### config.mk
export PLATFORM = sky130hd
export DESIGN_NAME = key_expand_engine
export DESIGN_NICKNAME = d
export VERILOG_FILES = /design/src/rtl/key_expand_engine.sv
export SDC_FILE = /design/constraint.sdc
export NUM_CORES = 2
export LEC_CHECK = 0
export CAP_MARGIN = 0
export CORE_MARGIN = 2
export CORE_UTILIZATION = 30
export CTS_CLUSTER_SIZE = 40
export DETAILED_ROUTE_END_ITERATION = 8
export HOLD_SLACK_MARGIN = 0.05
export SLEW_MARGIN = 40
export SYNTH_ARGS = -nofsm -noshare
export SYNTH_HDL_FRONTEND = slang
export SYNTH_SLANG_ARGS = --single-unit
### constraint.sdc
create_clock -name clk -period 26.7 [get_ports clk]
set_clock_uncertainty 0.2 [all_clocks]
set_input_delay 4.005 -clock clk [delete_from_list [all_inputs] [get_ports clk]]
set_output_delay 4.005 -clock clk [all_outputs]
set_load 0.01 [all_outputs]
### src/rtl/key_expand_engine.sv
// Word-serial AES-128/192/256 key schedule: expands the loaded key one word per cycle
// and streams the 128-bit round keys 0..Nr over a valid/ready interface.
module key_expand_engine #(
    parameter logic ENABLE_192 = 1'b1,
    parameter logic ENABLE_256 = 1'b1,
    parameter logic SBOX_REG   = 1'b0
) (
    input  logic         clk,
    input  logic         reset,
    input  logic [255:0] key_in,
    input  logic [1:0]   mode,
    input  logic         key_valid,
    output logic         key_ready,
    output logic [127:0] rk_out,
    output logic [3:0]   rk_idx,
    output logic         rk_last,
    output logic         rk_valid,
    input  logic         rk_ready,
    output logic         busy,
    output logic         err
);

    typedef enum logic {IDLE, EXPAND} state_t;

    function automatic logic [7:0] xtime(input logic [7:0] a);
        return {a[6:0], 1'b0} ^ (a[7] ? 8'h1b : 8'h00);
    endfunction

    function automatic logic [7:0] gf_mul(input logic [7:0] a, input logic [7:0] b);
        logic [7:0] p;
        logic [7:0] x;
        logic [7:0] bb;
        p  = 8'h00;
        x  = a;
        bb = b;
        for (int k = 0; k < 8; k++) begin
            if (bb[0]) p = p ^ x;
            x  = xtime(x);
            bb = bb >> 1;
        end
        return p;
    endfunction

    // S-box as GF(2^8) inverse (a^254, zero maps to zero) followed by the affine map.
    function automatic logic [7:0] sbox(input logic [7:0] a);
        logic [7:0] sq;
        logic [7:0] inv;
        sq  = a;
        inv = 8'h01;
        for (int k = 1; k < 8; k++) begin
            sq  = gf_mul(sq, sq);
            inv = gf_mul(inv, sq);
        end
        return inv ^ {inv[6:0], inv[7]} ^ {inv[5:0], inv[7:6]}
                   ^ {inv[4:0], inv[7:5]} ^ {inv[3:0], inv[7:4]} ^ 8'h63;
    endfunction

    state_t       state_reg, state_next;
    logic [1:0]   mode_reg;
    logic [31:0]  win_reg  [8];
    logic [31:0]  win_next [8];
    logic [31:0]  acc_reg  [4];
    logic [5:0]   i_reg;
    logic [2:0]   j_reg;
    logic [7:0]   rcon_reg;
    logic [127:0] rk_out_reg;
    logic [3:0]   rk_idx_reg;
    logic         rk_valid_reg;
    logic         rk_last_reg;
    logic         err_reg;
    logic [31:0]  sub_q_reg;
    logic         sub_ok_reg;

    logic         mode_legal;
    logic         load;
    logic         accept;
    logic         last_accept;
    logic [2:0]   nk_m1;
    logic [3:0]   nr;
    logic [5:0]   nk6;
    logic [5:0]   w_total;
    logic         key_phase;
    logic         gen_active;
    logic         need_rot;
    logic         need_sub;
    logic         group_end;
    logic         out_free;
    logic         stall_sbox;
    logic         advance;
    logic         transfer;
    logic [31:0]  last_word;
    logic [31:0]  temp_in;
    logic [31:0]  sub_comb;
    logic [31:0]  sub_use;
    logic [31:0]  temp;
    logic [31:0]  new_word;

    always_comb begin
        nk_m1   = 3'd3;
        nr      = 4'd10;
        w_total = 6'd44;
        case (mode_reg)
            2'b01: begin nk_m1 = 3'd5; nr = 4'd12; w_total = 6'd52; end
            2'b10: begin nk_m1 = 3'd7; nr = 4'd14; w_total = 6'd60; end
            default: ;
        endcase
    end

    always_comb begin
        mode_legal = 1'b0;
        case (mode)
            2'b00:   mode_legal = 1'b1;
            2'b01:   mode_legal = ENABLE_192;
            2'b10:   mode_legal = ENABLE_256;
            default: mode_legal = 1'b0;
        endcase
    end

    assign nk6         = {3'b000, nk_m1} + 6'd1;
    assign load        = (state_reg == IDLE) && key_valid && mode_legal;
    assign accept      = rk_valid_reg && rk_ready;
    assign last_accept = accept && rk_last_reg;

    // j_reg tracks i mod Nk so the Rot/Sub decisions need no divider.
    assign key_phase  = i_reg < nk6;
    assign gen_active = (state_reg == EXPAND) && (i_reg < w_total);
    assign need_rot   = !key_phase && (j_reg == 3'd0);
    assign need_sub   = need_rot || (!key_phase && (nk_m1 == 3'd7) && (j_reg == 3'd4));
    assign last_word  = win_reg[nk_m1];
    assign temp_in    = need_rot ? {last_word[23:0], last_word[31:24]} : last_word;

    genvar gi;
    generate
        for (gi = 0; gi < 4; gi++) begin : g_sbox
            assign sub_comb[8*gi +: 8] = sbox(temp_in[8*gi +: 8]);
        end
    endgenerate

    assign sub_use = SBOX_REG ? sub_q_reg : sub_comb;
    assign temp    = need_rot ? (sub_use ^ {rcon_reg, 24'h000000})
                   : need_sub ? sub_use : last_word;
    assign new_word = key_phase ? win_reg[i_reg[2:0]] : (win_reg[0] ^ temp);

    // Only the word that completes a round key waits on the output register.
    assign group_end  = i_reg[1:0] == 2'd3;
    assign out_free   = !rk_valid_reg || rk_ready;
    assign stall_sbox = SBOX_REG && gen_active && need_sub && !sub_ok_reg;
    assign advance    = gen_active && !(group_end && !out_free) && !stall_sbox;
    assign transfer   = advance && group_end;

    generate
        if (SBOX_REG) begin : g_sbox_reg
            always_ff @(posedge clk or negedge reset) begin
                if (!reset) begin
                    sub_q_reg  <= '0;
                    sub_ok_reg <= 1'b0;
                end else if (load || advance) begin
                    sub_ok_reg <= 1'b0;
                end else if (stall_sbox) begin
                    sub_q_reg  <= sub_comb;
                    sub_ok_reg <= 1'b1;
                end
            end
        end else begin : g_sbox_comb
            assign sub_q_reg  = '0;
            assign sub_ok_reg = 1'b0;
        end
    endgenerate

    // Window: win[0] is w[i-Nk], win[Nk-1] is w[i-1]; key words stay put until i reaches Nk.
    generate
        for (gi = 0; gi < 8; gi++) begin : g_win
            assign win_next[gi] = load ? key_in[255-32*gi -: 32]
                                : (advance && !key_phase)
                                    ? ((nk_m1 == 3'(gi)) ? new_word : win_reg[(gi+1)%8])
                                    : win_reg[gi];
        end
    endgenerate

    always_ff @(posedge clk or negedge reset) begin
        if (!reset) begin
            for (int k = 0; k < 8; k++) win_reg[k] <= '0;
        end else begin
            for (int k = 0; k < 8; k++) win_reg[k] <= win_next[k];
        end
    end

    always_ff @(posedge clk or negedge reset) begin
        if (!reset) state_reg <= IDLE;
        else        state_reg <= state_next;
    end

    always_comb begin
        state_next = state_reg;
        case (state_reg)
            IDLE:    if (load) state_next = EXPAND;
            EXPAND:  if (last_accept) state_next = IDLE;
            default: state_next = IDLE;
        endcase
    end

    always_ff @(posedge clk or negedge reset) begin
        if (!reset) begin
            mode_reg     <= 2'b00;
            i_reg        <= '0;
            j_reg        <= '0;
            rcon_reg     <= 8'h01;
            for (int k = 0; k < 4; k++) acc_reg[k] <= '0;
            rk_out_reg   <= '0;
            rk_idx_reg   <= '0;
            rk_valid_reg <= 1'b0;
            rk_last_reg  <= 1'b0;
            err_reg      <= 1'b0;
        end else begin
            err_reg <= (state_reg == IDLE) && key_valid && !mode_legal;
            if (load) begin
                mode_reg <= mode;
                i_reg    <= '0;
                j_reg    <= '0;
                rcon_reg <= 8'h01;
            end else if (advance) begin
                i_reg   <= i_reg + 6'd1;
                j_reg   <= (j_reg == nk_m1) ? 3'd0 : j_reg + 3'd1;
                acc_reg[i_reg[1:0]] <= new_word;
                if (need_rot) rcon_reg <= xtime(rcon_reg);
            end
            if (transfer) begin
                rk_out_reg   <= {acc_reg[0], acc_reg[1], acc_reg[2], new_word};
                rk_idx_reg   <= i_reg[5:2];
                rk_last_reg  <= i_reg[5:2] == nr;
                rk_valid_reg <= 1'b1;
            end else if (accept) begin
                rk_valid_reg <= 1'b0;
                rk_last_reg  <= 1'b0;
            end
        end
    end

    assign key_ready = state_reg == IDLE;
    assign busy      = state_reg == EXPAND;
    assign rk_out    = rk_out_reg;
    assign rk_idx    = rk_idx_reg;
    assign rk_valid  = rk_valid_reg;
    assign rk_last   = rk_last_reg;
    assign err       = err_reg;

endmodule

==> results.ini <==
[run_status]
outcome = finished, final reports clean

[grt]
grt_pass1_vias = 77728
grt_usage_pct = 20.3
antenna_found_initial = 20
grt_pass1_wl_mm = 482
overflow = 0
grt_max_degree = 85

[clock_network]
cts_root_buffer = clkbuf_16
clock_path_buffers = 3
tritoncts = built
cts.repair.resized = 0
cts_buffers = 53
cts.sink_count = 507
clk_pin_slew_ps = 70
htree_levels = 2
cts_setup_buffers = 0
clk_latency_ps = 650
hold_buffers = 0

[critical_path]
cp.depth = 69
cp-endpoint = acc_reg[107]$_DFFE_PN0P_
reg2reg_slack_ps = 3120
critPathCaptureType = flip-flop
cp-start-kind = flip-flop
critical_path.top_delay_family = XOR/XNOR gates
worst-path-buf-inv = 9
critPathSlowestCell = xnor3_1
required_ps = 27050
cp_max_fo = 51
max_stage_delay_ps = 910
worstSetupPathType = flip-flop to flip-flop
crit_top_cell = xnor3_1
reg2regPathDepth = 69
arrival_ps = 23940
r2r_start = mode_reg[0]$_DFFE_PN0P_
startpoint = mode_reg[0]$_DFFE_PN0P_
r2r-end = acc_reg[107]$_DFFE_PN0P_

[drt]
drc_errors = 0
drt_iter0_markers = 9382
post_drt_wl_per_cell_um = 20.7
first_pass_iters = 6
vias_per_cell = 5.58
ant_nets = 0
wl_mm = 313
vias = 84573

[synth]
synthesis.area_sq_um = 87200
synth_area_leaders = xnor2_1, dfrtp_1, xnor3_1
yosysSeqAreaShare_pct = 14.5
yosys.area_share.xor_xnor_pct = 33.3
synth_edf_count = 0
synth_top_family_by_area = XOR/XNOR gates
synthArstFlopShare_pct = 100
synthAdderAreaFrac_pct = 0.574
synth_simple_gate_area_share_pct = 21.5
synth-compound-area-share_pct = 19.5
yosys_warnings = 0
syn-num-nets = 11556
syn_avg_cell_area_sq_um = 7.75
postSynthCellCount = 11254
muxShareOfSynthArea_pct = 6.12
netlist.top_cell.by_area = xnor2_1
yosysTopAreaCellShare_pct = 14.7
ys_ff_latch = 507
synth_top_flop_cell = dfrtp_1
ys_types = 131

[placement]
pre_cts_slack_ps = 3260
hpwl_mm = 229
io_buffers = 398
routabilityCongestion = 0.912
dp_cells = 15050

[final_layout]
area_growth_pct = 12.2
seq_area_sq_um = 12700
layout_common_cells = nand2_1, nor2_1, xnor2_1
fin_nets = 11528
multiInputGateArea_sq_um = 71700
largest_register_ffs = 256
drive_gt1_share_pct = 9.01
final_cells = 15159
fill_cells = 30273
layout_commonest_cell = nand2_1

[floorplanning]
die-area_sq_um = 295000
fp-row-count = 197
die_h_um = 543
die_w_um = 543
start_util_pct = 30.2
core_area_sq_um = 289000
ios = 399

[timing]
min_period_ps = 23580
worstMarginPinSlew_ps = 906
final-hold-violation-count = 0
fin_crit_sh_pct = 88.3
fin_ws_ps = 3120
fmax_mhz = 42.4
totalNegativeSetupSlack_ps = 0
rsz0062_at_grt = no
slew_violations = 0
final-setup-viol-count = 0
slew_headroom_pct = 39.4

[run]
max_cap_violations = 0

[min_path]
hold_class = flip-flop to flip-flop

-- cells by family (layout without fill, tap and decap cells) --
kind of cell | count (synthesis) | count (layout)
flip-flops | 507 | 507
AO/OA/AOI/OAI | 2601 | 2601
other | 0 | 12
multiplexers | 405 | 405
XOR/XNOR | 2469 | 2469
AND/OR/NAND/NOR | 4321 | 4321
adder cells (fa/ha/maj) | 40 | 40
buffers and inverters | 911 | 924
-- worst min-delay path by stage --
stage,to,start,cells past startpoint
6_report,rk_out[69]$_DFFE_PN0P_,acc_reg[69]$_DFFE_PN0P_,2
5_1_grt,rk_out[74]$_DFFE_PN0P_,acc_reg[74]$_DFFE_PN0P_,2
4_1_cts,rk_out[125]$_DFFE_PN0P_,acc_reg[125]$_DFFE_PN0P_,2
3_5_place_dp,rk_out[36]$_DFFE_PN0P_,acc_reg[36]$_DFFE_PN0P_,2
3_3_place_gp,rk_out[36]$_DFFE_PN0P_,acc_reg[36]$_DFFE_PN0P_,2
2_1_floorplan,rk_out[100]$_DFFE_PN0P_,acc_reg[100]$_DFFE_PN0P_,2
-- cell usage after synthesis (35+ instances only) --
library cell and number:
xor3_1 43, nor3_1 259, and2_1 77, nand3_1 330, o211ai_1 91, a22o_1 35
ha_1 40, xnor2_2 98, and3_1 66, mux2i_1 256, clkbuf_1 538, a221oi_1 40
mux4_2 97, xor2_1 426, or2_2 35, buf_4 59, nand2_1 1630, nor4_1 45
buf_2 121, xnor2_1 1465, a22oi_1 65, a211oi_1 138, a31oi_1 216, nor2b_1 55
o21ai_0 534, o31ai_1 86, a21oi_1 567, xnor3_1 348, dfrtp_1 506, inv_1 84
buf_1 60, o21ai_1 98, nand2b_1 61, o21a_1 36, o22ai_1 180, nand4_1 65
or3_1 57, mux2_2 45, nor2_1 1497
-- metal layers --
metal  global-route usage [%]  wire length (um)  share of wire [%]  up-vias
met2                     31.9            141000                 45     3662
met4                     6.23             10600                3.4       12
met5                        0                80              0.026        -
met3                     2.41             23800                7.6      417
li1                         -                 -                  -    39632
met1                     28.8            138000                 44    40850
-- stage by stage --
stage | area (sq um) | util, % | hold WS [ps]
after floorplan | 87200 | - | 239
after global placement | 95500 | 33.1 | 250
after detailed placement | 95900 | 33.2 | 252
after CTS | 97700 | 33.8 | 264
after global routing | 97900 | 33.9 | 286
final | 97900 | 33.9 | 263
-- worst min-delay path, cell delays in order, from the launching register on --
cell and delay [ps]:
dfrtp_1 340, nand2_1 50, nand2_1 50
-- cell type report --
type                            instances  share of cell area (%)
Sequential cell                       507                    13.0
Clock inverter                         17                   0.206
Tap cell                             3880                    4.96
Inverter                              115                   0.441
Clock buffer                           79                    1.61
Timing Repair Buffer                  713                    6.56
Multi-Input combinational cell       9836                    73.2
Antenna cell                           12                  0.0307
Power is not shown: default switching activity piles up to over one toggle a cycle in this logic, so the estimate is an artifact.
